File: config.mk
export PLATFORM = sky130hd
export DESIGN_NAME = uart_word_packer_flat
export DESIGN_NICKNAME = d
export VERILOG_FILES = /design/src/rtl/uart_word_packer_if.sv /design/src/rtl/uart_word_packer.sv /design/src/flat_wrapper.sv
export SDC_FILE = /design/constraint.sdc
export NUM_CORES = 1
export LEC_CHECK = 0
export CELL_PAD_IN_SITES_DETAIL_PLACEMENT = 1
export CELL_PAD_IN_SITES_GLOBAL_PLACEMENT = 2
export CORE_UTILIZATION = 50
export CTS_CLUSTER_SIZE = 10
export DETAILED_ROUTE_END_ITERATION = 10
export GPL_TIMING_DRIVEN = 1
export PLACE_DENSITY_LB_ADDON = 0.1
export SKIP_LAST_GASP = 1
export SYNTH_ARGS = -nofsm -noshare
export SYNTH_HDL_FRONTEND = slang
export SYNTH_SLANG_ARGS = --single-unit
File: constraint.sdc
create_clock -name CLK100MHZ -period 5.6 [get_ports CLK100MHZ]
set_input_delay 1.12 -clock CLK100MHZ [delete_from_list [all_inputs] [get_ports CLK100MHZ]]
set_output_delay 1.12 -clock CLK100MHZ [all_outputs]
set_load 0.01 [all_outputs]
File: src/rtl/uart_word_packer_if.sv
// Byte-in / word-out bundle between the UART receiver, the word packer and the
// DNN load logic. The packer uses the master modport; the consumer side uses slave.
interface uart_word_packer_if #(
    parameter int BYTES_PER_WORD = 2,
    parameter int FIFO_DEPTH     = 16
);
    localparam int WORD_W = 8 * BYTES_PER_WORD;
    localparam int FILL_W = $clog2(FIFO_DEPTH) + 1;

    logic [7:0]        rx_data;
    logic              rx_done;
    logic [WORD_W-1:0] word_out;
    logic              word_valid;
    logic              word_ready;
    logic [FILL_W-1:0] fill;
    logic              overflow;
    logic              frame_err;

    modport master (
        input  rx_data, rx_done, word_ready,
        output word_out, word_valid, fill, overflow, frame_err
    );

    modport slave (
        output rx_data, rx_done, word_ready,
        input  word_out, word_valid, fill, overflow, frame_err
    );
endinterface

File: src/rtl/uart_word_packer.sv
// Packs UART bytes LSB-first into words, queues finished words in a FIFO and
// hands them out on a valid/ready port. A partial word that sits idle for
// TIMEOUT_CYCLES clocks is thrown away so a lost byte cannot shift every
// following word.
//
//  state        | meaning
//  -------------+---------------------------------------------------
//  ST_IDLE      | byte index 0, no partial word held
//  ST_ASSEMBLE  | at least one byte of the current word received
module uart_word_packer #(
    parameter int BYTES_PER_WORD = 2,
    parameter int FIFO_DEPTH     = 16,
    parameter int TIMEOUT_CYCLES = 1000000
) (
    input  logic CLK100MHZ,
    input  logic CPU_RESETN,
    uart_word_packer_if.master bus
);
    localparam int WORD_W = 8 * BYTES_PER_WORD;
    localparam int PTR_W  = $clog2(FIFO_DEPTH);
    localparam int FILL_W = PTR_W + 1;
    localparam int IDX_W  = (BYTES_PER_WORD > 1) ? $clog2(BYTES_PER_WORD) : 1;
    localparam bit TMO_EN = (TIMEOUT_CYCLES != 0);
    localparam int TMO_W  = (TIMEOUT_CYCLES > 1) ? $clog2(TIMEOUT_CYCLES + 1) : 1;
    // Counter value in the cycle whose edge makes it reach TIMEOUT_CYCLES.
    localparam logic [TMO_W-1:0] TMO_LAST = TMO_W'(TMO_EN ? TIMEOUT_CYCLES - 1 : 0);
    localparam logic [IDX_W-1:0] IDX_LAST = IDX_W'(BYTES_PER_WORD - 1);

    localparam logic [0:0] ST_IDLE     = 1'b0;
    localparam logic [0:0] ST_ASSEMBLE = 1'b1;

    logic [0:0]        state;
    logic              rx_done_q;
    logic              byte_accept;
    logic              last_byte;
    logic              word_push;
    logic              tmo_hit;
    logic [IDX_W-1:0]  byte_idx;
    logic [TMO_W-1:0]  tmo_cnt;
    logic [WORD_W-1:0] assembly;
    logic [WORD_W-1:0] word_next;

    logic [WORD_W-1:0] mem [FIFO_DEPTH];
    logic [PTR_W-1:0]  wr_ptr;
    logic [PTR_W-1:0]  rd_ptr;
    logic [FILL_W-1:0] fill;
    logic              full;
    logic              valid;
    logic              pop;
    logic              push_ok;
    logic              overflow;
    logic              frame_err;

    // A DONE held for several cycles counts once: only its rising edge accepts a byte.
    assign byte_accept = bus.rx_done & ~rx_done_q;
    assign last_byte   = (byte_idx == IDX_LAST);
    assign word_push   = byte_accept & last_byte;
    // A byte arriving in the expiry cycle takes priority over the timeout.
    assign tmo_hit     = TMO_EN && (state == ST_ASSEMBLE) && (tmo_cnt == TMO_LAST) && !byte_accept;

    assign valid   = (fill != '0);
    assign full    = (fill == FILL_W'(FIFO_DEPTH));
    assign pop     = valid & bus.word_ready;
    assign push_ok = word_push & (~full | pop);

    assign bus.word_valid = valid;
    assign bus.word_out   = valid ? mem[rd_ptr] : '0;
    assign bus.fill       = fill;
    assign bus.overflow   = overflow;
    assign bus.frame_err  = frame_err;

    // Drop the incoming byte into its lane of the partially assembled word.
    always_comb begin
        word_next = assembly;
        for (int k = 0; k < BYTES_PER_WORD; k++) begin
            if (byte_idx == IDX_W'(k)) begin
                word_next[8*k +: 8] = bus.rx_data;
            end
        end
    end

    // Remember the previous DONE level for edge detection.
    always_ff @(posedge CLK100MHZ or negedge CPU_RESETN) begin
        if (!CPU_RESETN) begin
            rx_done_q <= 1'b0;
        end else begin
            rx_done_q <= bus.rx_done;
        end
    end

    // Assembly FSM: byte index, partial word, inter-byte timer and frame error pulse.
    always_ff @(posedge CLK100MHZ or negedge CPU_RESETN) begin
        if (!CPU_RESETN) begin
            state     <= ST_IDLE;
            byte_idx  <= '0;
            assembly  <= '0;
            tmo_cnt   <= '0;
            frame_err <= 1'b0;
        end else begin
            frame_err <= 1'b0;
            if (byte_accept) begin
                assembly <= word_next;
                tmo_cnt  <= '0;
                if (last_byte) begin
                    state    <= ST_IDLE;
                    byte_idx <= '0;
                end else begin
                    state    <= ST_ASSEMBLE;
                    byte_idx <= byte_idx + IDX_W'(1);
                end
            end else if (tmo_hit) begin
                state     <= ST_IDLE;
                byte_idx  <= '0;
                tmo_cnt   <= '0;
                frame_err <= 1'b1;
            end else if (state == ST_ASSEMBLE) begin
                tmo_cnt <= tmo_cnt + TMO_W'(1);
            end
        end
    end

    // FIFO storage; contents need no reset because fill gates visibility.
    always_ff @(posedge CLK100MHZ) begin
        if (push_ok) begin
            mem[wr_ptr] <= word_next;
        end
    end

    // FIFO pointers, occupancy and sticky overflow.
    always_ff @(posedge CLK100MHZ or negedge CPU_RESETN) begin
        if (!CPU_RESETN) begin
            wr_ptr   <= '0;
            rd_ptr   <= '0;
            fill     <= '0;
            overflow <= 1'b0;
        end else begin
            if (push_ok) begin
                wr_ptr <= wr_ptr + PTR_W'(1);
            end
            if (pop) begin
                rd_ptr <= rd_ptr + PTR_W'(1);
            end
            case ({push_ok, pop})
                2'b10:   fill <= fill + FILL_W'(1);
                2'b01:   fill <= fill - FILL_W'(1);
                default: fill <= fill;
            endcase
            if (word_push && full && !pop) begin
                overflow <= 1'b1;
            end
        end
    end
endmodule
File: src/flat_wrapper.sv
// flat-port wrapper written by rule: the top's interface ports become plain ports
module uart_word_packer_flat 
#(
    parameter int BYTES_PER_WORD = 2,
    parameter int FIFO_DEPTH     = 16,
    parameter int TIMEOUT_CYCLES = 1000000
)
  (CLK100MHZ, CPU_RESETN, bus_rx_data, bus_rx_done, bus_word_ready, bus_word_out, bus_word_valid, bus_fill, bus_overflow, bus_frame_err);
  uart_word_packer_if #(.BYTES_PER_WORD(BYTES_PER_WORD), .FIFO_DEPTH(FIFO_DEPTH)) bus_i ();
  input  logic CLK100MHZ;
  input  logic CPU_RESETN;
  input wire logic [$bits(bus_i.rx_data)-1:0] bus_rx_data;
  input wire logic [$bits(bus_i.rx_done)-1:0] bus_rx_done;
  input wire logic [$bits(bus_i.word_ready)-1:0] bus_word_ready;
  output wire logic [$bits(bus_i.word_out)-1:0] bus_word_out;
  output wire logic [$bits(bus_i.word_valid)-1:0] bus_word_valid;
  output wire logic [$bits(bus_i.fill)-1:0] bus_fill;
  output wire logic [$bits(bus_i.overflow)-1:0] bus_overflow;
  output wire logic [$bits(bus_i.frame_err)-1:0] bus_frame_err;
  assign bus_i.rx_data = bus_rx_data;
  assign bus_i.rx_done = bus_rx_done;
  assign bus_i.word_ready = bus_word_ready;
  assign bus_word_out = bus_i.word_out;
  assign bus_word_valid = bus_i.word_valid;
  assign bus_fill = bus_i.fill;
  assign bus_overflow = bus_i.overflow;
  assign bus_frame_err = bus_i.frame_err;
  uart_word_packer #(.BYTES_PER_WORD(BYTES_PER_WORD), .FIFO_DEPTH(FIFO_DEPTH), .TIMEOUT_CYCLES(TIMEOUT_CYCLES)) u_core (.CLK100MHZ(CLK100MHZ), .CPU_RESETN(CPU_RESETN), .bus(bus_i));
endmodule
==> results of run 1 <==
logic make-up after synthesis:
| group | synth area share, % |
|---|---|
| adders and majority gates | 0.7860 |
| and+or+nand+nor | 5.345 |
| muxes | 17.45 |
| xor gates and xnor gates | 0.7566 |
| DFF | 70.78 |
| AOI/OAI and AO/OA | 2.967 |
| buffers and inverters | 1.916 |
critical path, cell delays in order (launching register included):
cell and delay [ns]:
dfrtp_4 0.97, buf_4 0.33, mux4_1 0.57, mux4_2 0.46
and2b_1 0.18, clkdlybuf4s50_1 0.48
area by class of cell:
type	instances	area, um2
fill	2206	10590
sequential	309	9020
multi-input combinational	305	3480
clock buffer	52	1035
timing repair buffer	53	493.0
tap	330	412.9
clock inverter	3	42.54
inverter	10	37.54
per-stage QoR:
stage	power [mW]	hold WS, ns	cell area, um2	setup slack (ns)
after floorplan	4.359	0.4658	12730	2.612
after global placement	4.929	0.4650	13440	1.481
after detailed placement	5.012	0.4905	13440	1.446
after CTS	7.188	0.5037	14520	0.8809
after global routing	7.401	0.5147	14520	0.8059
final	7.109	0.5016	14520	0.9822
path summary, 6_finish.rpt:
kind	slack (ns)	to	startpoint	cells past startpoint
max reg2reg	2.97	u_core.mem[3][15]$_DFFE_PP_	u_core.bus.fill[2]$_DFFE_PN0P_	5
max in group asynchronous	4.32	u_core.rd_ptr[0]$_DFFE_PN0P_	CPU_RESETN	2
min in group asynchronous	0.74	u_core.bus.fill[0]$_DFFE_PN0P_	CPU_RESETN	2
min	0.50	u_core.assembly[2]$_DFFE_PN0N_	u_core.assembly[2]$_DFFE_PN0N_	1
max	0.98	bus_word_out[13]	u_core.rd_ptr[0]$_DFFE_PN0P_	5
min reg2reg	0.50	u_core.assembly[2]$_DFFE_PN0N_	u_core.assembly[2]$_DFFE_PN0N_	1
state kept, by name, summed over array words and instances (netlist names):
name	flops
u_core.bus.overflow	1
u_core.wr_ptr	4
u_core.tmo_cnt	20
u_core.byte_idx	1
u_core.bus.frame_err	1
u_core.assembly	16
u_core.mem	256
u_core.rd_ptr	4
u_core.bus.fill	5
u_core.rx_done_q	1
layer usage:
layer  vias up  track usage [%]  wire [um]
li1       2776                -          -
met1      3384            30.81      12220
met2       179            39.24      14470
met3        39            3.647       1275
met4         0            6.518        530
met5         -                0          0
power by group through the flow:
stage	registers [mW]	logic [mW]	clock network, mW
5_1_grt	3.14	1.97	2.29
2_1_floorplan	2.90	1.46	0
3_5_place_dp	3.16	1.85	0
6_report	3.10	1.84	2.17
4_1_cts	3.11	1.87	2.21
3_3_place_gp	3.14	1.79	0
placed cells by master (no fill, tap or decap), drive strengths merged, types with 7 or more instances in the layout:
master / instances
edfxtp: 256
nor2b: 10
ha: 8
a31oi: 16
and2b: 8
nand2: 27
mux4: 80
and3: 11
a21oi: 11
clkbuf: 52
nand3: 12
clkdlybuf4s50: 34
mux2: 33
xnor2: 9
nand4: 7
dfrtp: 53
inv: 11
o21ai: 12
nor2: 12
buf: 19
==> summary by stage, run 1 <==
Die
The standard cell core area is approximately 0.025 mm2. The die width is 161.6 um. The floorplan step defined a die boundary enclosing 0.02611 mm2.

The row count is 58. The initial cell density of the core is between 50% and 60%. The floorplan step set the die height to 161.6 um. The count of boundary I/O pins is 36.

Final layout
Of the cells placed in the final design, the portion with a size suffix greater than 1 is 23.77%. The synthesis-to-finish area growth is 14.02%. For this run, the number of standard cells in the final layout without fillers is between 1,000 and 1,500. The utilization after layout is 57.83%.

For this run, the post-layout net count is between 700 and 800. The repair_antennas step left the layout with diodes totalling 0.

Setup path
The setup path with the least slack is of type flip-flop to output pin. The type of destination of the critical path is an output pin. STA classifies the critical path startpoint as a flip-flop. Data arrives at the worst endpoint at 3.50 ns. In this run the worst path has a maximum fanout of 40. The worst path required time is approximately 4.5 ns.

Detailed routing
After detailed routing, the average wire length per cell comes to roughly 27 um. The length of the first detailed-routing pass in iterations is 5. The number of DRC markers after the initial detailed-route iteration is between 400 and 500. The post-detailed-route count of antenna-violating nets is 0. For this block, the via count after detailed routing is about 6,400. In the routed layout, each cell is associated on average with a via count of roughly 6. In the routed design, unresolved DRC markers number 0.

The routed design has 28.50 mm of wire.

Place
In this run the tool buffered the top-level ports with 35 buffer cells. At the end of routability-driven placement, the weighted congestion stood at around 0.73. In this run, placement finished with an instance count of around 1,000. The total half-perimeter wirelength after legalization and detailed placement is about 16 mm.

Clock tree
CTS saw 309 sinks. The TritonCTS buffer count is 37. The maximum buffer depth of the clock tree is 3. Clock-pin slew was measured on the worst setup and hold paths at around 0.06 ns.

The number of hold buffers added after CTS was 0. The number of setup buffers added after CTS is 0. The TritonCTS clock tree is built. The clock insertion delay at the later pin of the skew report is 0.52 ns. The H-tree was split into 2 levels. The number of gates resized after CTS is 0. CTS placed an instance of clkbuf_16 at the clock tree root.

Timing
The transition time at the pin with the least slew margin is roughly 1.3 ns. Setup repair after global routing left no endpoint under its margin. The final critical delay including setup and external delays is between 4 and 5 ns.

Across the routed clock network, the largest skew measured is roughly 0.016 ns. Headroom to the max-slew limit came out at between 10% and 20%. Setup violations remaining at the end of the flow were counted as 0. The max-slew violation total from the final report is 0. In the finished design, the share of the clock period the worst path needs comes to ~82%. Setup total negative slack on the finished layout was measured at 0 ns.

Static timing analysis puts the maximum clock frequency at about 220 MHz. The count of endpoints failing hold in the final timing report is 0.

Synth
The area share of the largest cell type after synthesis is between 60% and 70%. Summed over all instances, the cell type with the most area after synthesis is edfxtp_1. By area the synthesized netlist is led by edfxtp_1 60%, mux4_2 12%, dfrtp_1 10%, mux2_2 2.8%, mux4_1 2.7%. The net count after synthesis is a little under 700. The Yosys step of the flow raised 0 warnings.

The count of cell types in the netlist is a little under 60. The flip-flop and latch count after synthesis is about 310. The share of flip-flops with an asynchronous set or reset after synthesis is between 10% and 20%. The average footprint of a synthesized cell is just under 20 um2. Yosys mapped a number of flops with a built-in enable equal to 256. The area of the mapped netlist is ~0.013 mm2.

After synthesis, the most frequently instantiated cells are 256 x edfxtp_1, 67 x mux4_2, 53 x dfrtp_1, 32 x mux2_2, 27 x nand2_1. The prevailing post-synth register cell is edfxtp_1. Synthesis produced a netlist whose cell count is roughly 660. After synthesis, flip-flops and latches occupy slightly above 70% of the total area.

The most common cell in the netlist is edfxtp_1.

Global routing
Global routing consumed, over all layers together, a little under a quarter of the routing resources. The initial antenna violation count is 0. After global routing the overflow that remains totals 0. The via count of the first global-routing pass came to 6,932. Entering global routing, the biggest net connects 54 pins. The first global-routing pass estimated approximately 43 mm of wire.

Pwr
In this run switching power makes up a little over a quarter of total power. The total internal power is around 5.2 mW. Per report_power, the combinational group accounts for 25.9% of the total.

In this run the power spent charging and discharging nets is 1.953 mW. In this run the power density over the cells is slightly below 500 mW/mm2. The leakage power total is 4.890 nW. The worst-case IR drop observed on VDD is 342.1 uV.

The share of total power dissipated in sequential elements is about 44%. The relative contribution of the clock network to total power is about 31%.

Min path
The min-delay analysis places its worst path in the category flip-flop to flip-flop.

Outcome
The run finished with clean final reports.

Flow run
The number of violations of the max-capacitance limit is 0.
Note: power is estimated with default switching activity, not from simulation.
==> run 2, diff against run 1 <==
- CORE_UTILIZATION: 50 -> 43
- clock period: 5.6 -> 3.95 ns (I/O delays scaled with it)
==> summary by stage, run 2 (synthesis results as in run 1) <==
Detailed routing
The total DRC errors in the routed layout is 0. The number of DRC markers after the initial detailed-route iteration is just over 500. The average detailed-routed wire length per instance is 25.72 um. The detailed router placed ~6,500 vias in this run. The routed via count divided by cell count is 5.661. The final layout contains routed wiring with a total length of 29.32 mm. The post-detailed-route count of antenna-violating nets is 0. The length of the first detailed-routing pass in iterations is 5.

Die
36 I/O pins were placed. The die is approximately 170 um wide. The die height is around 170 um. The floorplan step defined a die boundary enclosing 0.03031 mm2. The row count is 62.

The core region is 0.02894 mm2. The initial utilization of the core area, before any placement, comes to 44.01%.

Setup path
Traced cell by cell, the critical path runs through buf_16, mux4_1, mux4_2, and2b_1, clkdlybuf4s50_1. The nature of the critical path startpoint is a flip-flop. The delay of the slowest cell on the worst path is 0.58 ns. The arrival time at the worst endpoint is between 3 and 4 ns. The family with the most delay on the worst path is multiplexers. The worst setup path is of the flip-flop to output pin kind. The maximum fanout encountered on the critical timing path is 31.

The worst setup slack for register-to-register paths is ~1.4 ns. STA classifies the critical path endpoint as an output pin. The count of buffer and inverter cells on the critical path is 2. The worst path required time is 3.16 ns. For this design, the slowest cell found on the critical path is mux4_1.

Timing
Measured against its own limit, the worst slew margin works out to 41.20%. The count of endpoints failing hold in the final timing report is 0. Setup repair after global routing could not meet its margin everywhere. For this run, the top clock speed supported by timing is ~260 MHz. The total of endpoints with negative setup slack in the final report is 0. The worst hold margin is approximately 0.38 ns. The max-slew violation total from the final report is 0. The post-route clock skew is 0.01408 ns. The transition time at the pin with the least slew margin is around 0.9 ns. The share of the clock period used by the worst path is between 90% and 100%. After layout, the minimum clock period comes to approximately 3.9 ns. Setup slack closes at between 0.08 and 0.09 ns.

Pwr
Summed over all nets, the switching power comes to 2.810 mW. Per report_power, the clock group accounts for a little under a third of the total. The share of total power dissipated in combinational logic is 28.5%. The total internal power is between 7 and 8 mW.

Net switching is 27.67% of the power. The overall power of the completed layout is about 10 mW. In this run, flip-flops and latches consume between 40% and 50% of the power. The leakage power total is roughly 5.0 nW. VDD sags by at most 283.1 uV. The power per unit of standard cell area is slightly below 700 mW/mm2.

Place
At the placement stage, the worst setup path has a slack of 0.5728 ns. The count of buffers added on input and output ports is 35. The total half-perimeter wirelength after legalization and detailed placement is 17.04 mm. Routability-driven placement finished with a final weighted congestion of 0.7473. The total instance count after detailed placement is roughly 1,100.

Outcome
The run finished with clean final reports.

Final layout
The top cell types in the final layout, fill and taps aside, are 256 x edfxtp_1, 67 x mux4_2, 51 x dfrtp_1. The number of fill cells in the layout is between 2,000 and 3,000. Counting flops per register, the top entry is u_core.mem. The synthesis-to-finish area growth is 15.79%. The largest registers in the layout are u_core.mem x256, u_core.tmo_cnt x20, u_core.assembly x16. The number of inserted diodes is 0. The finished layout holds 1,140 standard cells, fillers aside. At the end of the flow, the number of nets in the layout was roughly 750. The post-route netlist has about a quarter of its cells at a drive strength greater than 1.

The register with the most flip-flops in the layout has about 260 of them. The most common cell after layout, fill and taps aside is edfxtp_1. The utilization after layout is 50.96%.

Clock tree
The clock-pin slew on the worst setup and hold paths is 0.06 ns. Counting along the longest clock path gives a buffer depth of 3. Buffers inserted to repair hold after CTS numbered 0. Post-CTS timing repair inserted 0 buffers for setup. The number of clock buffers added by TritonCTS is 37. In this run the clock root is driven by a clkbuf_16. The number of gates resized after CTS is 0.

The number of levels in the clock H-tree is 2. TritonCTS built the clock tree. The clock insertion delay at the later pin of the skew report is between 0.5 and 0.6 ns. The clock net in this run drives a total of just over 300 sinks.

Min path
The type of the most critical hold path is input pin to asynchronous set/reset pin.

Flow run
The tool flagged a number of max-cap violations equal to 0.

Global routing
For this run the aggregate overflow at the end of global routing stands at 0. The global-route usage over all layers is 20.02%. The via count of the first global-routing pass is a little over 7,000. The largest net degree at the start of global routing is 32. The initial antenna violation count came to 0. The first global-routing pass estimated between 40 and 50 mm of wire.
## run 2: power groups by stage
| stage | clock network (mW) | logic (mW) | registers [mW] |
|---|---|---|---|
| finish | 3.06 | 2.89 | 4.21 |
| global route | 3.24 | 3.12 | 4.24 |
| CTS | 3.14 | 2.95 | 4.21 |
| detailed placement | 0 | 2.94 | 4.27 |
| global placement | 0 | 2.86 | 4.25 |
| floorplan | 0 | 2.06 | 4.12 |
## run 2: final timing paths
kind | cells after the start | endpoint | from
setup / recovery | 5 | bus_word_out[15] | u_core.rd_ptr[0]$_DFFE_PN0P_
hold / removal | 1 | u_core.assembly[13]$_DFFE_PN0N_ | CPU_RESETN
min in group CLK100MHZ | 1 | u_core.bus.overflow$_DFFE_PN0P_ | u_core.bus.overflow$_DFFE_PN0P_
setup reg to reg | 7 | u_core.bus.fill[4]$_DFFE_PN0P_ | u_core.bus.fill[1]$_DFFE_PN0P_
max in group asynchronous | 2 | u_core.tmo_cnt[11]$_DFFE_PN0P_ | CPU_RESETN
hold reg to reg | 1 | u_core.bus.overflow$_DFFE_PN0P_ | u_core.bus.overflow$_DFFE_PN0P_
## run 2: stage by stage
step | setup TNS (ns) | instance area (um2)
3_5_place_dp | 0 | 13650
6_report | 0 | 14750
3_3_place_gp | 0 | 13650
4_1_cts | 0 | 14740
5_1_grt | -0.03320 | 14750
2_1_floorplan | 0 | 12730
## run 2: final cells by class
| cell class | instances | area, um2 | area share, % |
|---|---|---|---|
| clock buffer | 63 | 1066 | 7.230 |
| clock inverter | 4 | 22.52 | 0.1527 |
| multi-input combinational | 305 | 3480 | 23.60 |
| inverter | 10 | 37.54 | 0.2546 |
| timing repair buffer | 65 | 640.6 | 4.345 |
| sequential | 309 | 9019 | 61.16 |
| tap | 384 | 480.5 | 3.258 |
## run 2: metal layers
| layer | global-route usage [%] | routed length (um) |
|---|---|---|
| met5 | 0 | 0 |
| met4 | 5.373 | 581 |
| met3 | 2.865 | 865 |
| met2 | 33.92 | 14890 |
| met1 | 27.19 | 12980 |
## run 2: worst register-to-register path: stages, from the launching register on
cell,delay (ns)
dfrtp_1,0.47
or4_4,0.60
o211ai_2,0.32
xnor2_1,0.12
ha_1,0.24
o31a_1,0.25
o32ai_1,0.31
xor2_1,0.18
==> run 3, diff against run 2 <==
- PLACE_DENSITY_LB_ADDON: 0.1 -> 0.12
==> summary by stage, run 3 (synthesis results as in run 1) <==
Flow run
The number of violations of the max-capacitance limit is 0.

Timing
The share of the clock period used by the worst path is a little over nine tenths. Based on the critical path, the design can be clocked at up to roughly 260 MHz. Summed over all failing endpoints, the final setup total negative slack is 0 ns. The transition time at the pin with the least slew margin is 0.8996 ns. The post-route clock skew is 0.01012 ns. The max-slew violation total from the final report came to 0. The total of endpoints with negative setup slack in the final report is 0.

Setup repair after global routing left no endpoint under its margin. The count of endpoints failing hold in the final timing report is 0. The worst slew slack as a fraction of its limit is between 40% and 50%. The final critical delay including setup and external delays is roughly 3.8 ns.

Final layout
After filler insertion, the fill cell instance count of the layout stands at about 2,600. Leaving out fill and tap cells, the most frequent cell in the layout is edfxtp_1. The synthesis-to-finish area growth is 15.74%. Counting flops per register, the top entry is u_core.mem.

Of the cells placed in the final design, the portion with a size suffix greater than 1 is 25.07%. The largest registers in the layout are u_core.mem x256, u_core.tmo_cnt x20, u_core.assembly x16. The utilization after layout is between 50% and 60%. The final-stage net count is about 750. The number of inserted diodes is 0. The register with the most flip-flops in the layout has approximately 260 of them.

The final design area excluding fillers is approximately 0.015 mm2. In the layout the commonest cells are 256 x edfxtp_1, 67 x mux4_2, 51 x dfrtp_1.

Die
After floorplanning, the core was divided into 62 placement rows. The die covers 0.03031 mm2. During I/O placement, the number of pins put on the boundary was 36. The region available for standard cell placement spans roughly 0.029 mm2. The die width is between 150 and 200 um. The initial utilization of the core area, before any placement, comes to 44.01%. The die height is 174.1 um.

Setup path
The launch instance of the worst register-to-register path is u_core.bus.fill[1]$_DFFE_PN0P_. The count of buffer and inverter cells on the critical path is 3. The worst setup path is of the flip-flop to output pin kind. The maximum fanout encountered on the critical timing path is 8. The critical path goes through buf_4, buf_4, mux4_2, mux4_2, nor2b_1, clkdlybuf4s50_1.

The source of the critical timing path is u_core.rd_ptr[0]$_DFFE_PN0P_. The nature of the critical path startpoint is a flip-flop. The worst path required time is roughly 3.2 ns. The delay of the slowest cell on the worst path is 0.50 ns. The type of destination of the critical path is an output pin. The family with the most delay on the worst path is multiplexers. Data on the critical path arrives at its endpoint at 2.99 ns. The slowest stage of the critical path belongs to the cell dfrtp_4.

Clock tree
TritonCTS built the clock tree. The number of hold-repair buffers added at the cts stage is 0. Clock tree synthesis inserted a total of 37 buffers. In this run, post-CTS repair resized a total of 0 instances. The library cell used as clock root buffer is clkbuf_16. The clock-pin slew on the worst setup and hold paths is about 0.060 ns. The number of levels in the clock H-tree is 2. The clock reaches the later pin of the worst-skew pair after 0.50 ns. No sink is reached through more buffers than the 3 on the longest clock path.

For this design, the sink count on the clock tree is 309.

Place
In this run the tool buffered the top-level ports with 35 buffer cells. The final weighted congestion of routability-driven global placement is ~0.73. The area of placed instances is between 0.01 and 0.015 mm2. The total half-perimeter wirelength after legalization and detailed placement is about 18 mm.

Outcome
The run finished with clean final reports.

Detailed routing
The post-detailed-route count of antenna-violating nets is 0. For this block, the routed nets add up to approximately 30 mm of wire. The total DRC errors in the routed layout is 0. Detailed routing inserted a total of 6,489 vias.

The routed via count divided by cell count is approximately 5.7. Before antenna repair, the detailed router went through 4 iterations. For this block, the initial DRC count from the detailed router was between 500 and 600. The average detailed-routed wire length per instance is 26.24 um.

Global routing
The global-route usage over all layers is 20.73%. The met2 global-route usage is a little over a third. The via count of the first global-routing pass came to 7,266. In the global route stage, met1 resource usage came out at 28.64%.

Entering global routing, the biggest net connects 32 pins. The global routing usage on met3 is under 10%. The first-pass GRT wire length is about 46 mm. The initial antenna violation count is 0.

The total congestion overflow is 0. The layer with the highest usage is met2.

Min path
The path class of the tightest hold or removal check is input pin to asynchronous set/reset pin.

Pwr
The largest vdd supply drop is about 310 uV. The power per unit of standard cell area is approximately 680 mW/mm2. The leakage power total is between 4 and 5 nW.
## run 3: cell types whose count changed in the layout (fill, tap and decap cells not counted)
| cell | previous run | this run |
|---|---|---|
| inv_6 | 1 | 2 |
| clkinv_2 | 2 | 1 |
| buf_16 | 1 | 0 |
| clkinv_1 | 1 | 2 |
| buf_4 | 25 | 29 |
| clkbuf_1 | 24 | 17 |
| buf_12 | 4 | 7 |
| clkbuf_16 | 39 | 37 |
## run 3: path summary, 6_finish.rpt
check	slack, ns	to	depth (start not counted)
min in group CLK100MHZ	0.48	u_core.bus.overflow$_DFFE_PN0P_	1
setup / recovery	0.17	bus_word_out[0]	6
max in group asynchronous	2.78	u_core.tmo_cnt[8]$_DFFE_PN0P_	2
setup reg to reg	1.44	u_core.bus.fill[4]$_DFFE_PN0P_	7
hold / removal	0.36	u_core.bus.fill[1]$_DFFE_PN0P_	1
hold reg to reg	0.48	u_core.bus.overflow$_DFFE_PN0P_	1
## run 3: area by class of cell
class	instances	area, um2	area share [%]
multi-input combinational	305	3480	23.61
clock inverter	5	30.03	0.2037
clock buffer	54	989.7	6.715
timing repair buffer	71	703.2	4.771
inverter	10	37.54	0.2547
sequential	309	9019	61.19
tap	384	480.5	3.260
## run 3: worst reg2reg max path: cells and delay by family (launching register included)
family | cells | cell delay [ns]
flops | 1 | 0.46
simple gates | 1 | 0.60
compound gates | 3 | 0.84
fa+ha+maj | 1 | 0.23
xor+xnor | 2 | 0.31
## run 3: what timing repair did
item | in CTS | in global routing
endpoints found under the hold margin | 0 | 0
endpoints found under the setup margin | 0 | 12
setup buffers | 0 | 5
## run 3: power by group
| group | switching (mW) | internal, mW |
|---|---|---|
| clock | 1.22 | 1.72 |
| combinational | 1.33 | 1.61 |
| sequential | 0.254 | 3.94 |
## run 3: routing by layer
layer / part of all wire, % / up-vias / wire [um]
met4: 1.7 / 0 / 522
met1: 42 / 3450 / 12520
met2: 50 / 167 / 15060
met3: 5.9 / 36 / 1752
li1: - / 2836 / -
met5: 0 / - / 0
## run 3: stage by stage
step           power, mW  setup slack (ns)  hold WS [ns]  instances
2_1_floorplan      6.180             1.292        0.4658        655
3_3_place_gp       7.127            0.5598        0.4620       1074
3_5_place_dp       7.228            0.5368        0.4647       1074
4_1_cts            10.19          0.004948        0.3689       1133
5_1_grt            10.57           0.04742        0.3997       1138
6_report           10.08            0.1659        0.3570       1138
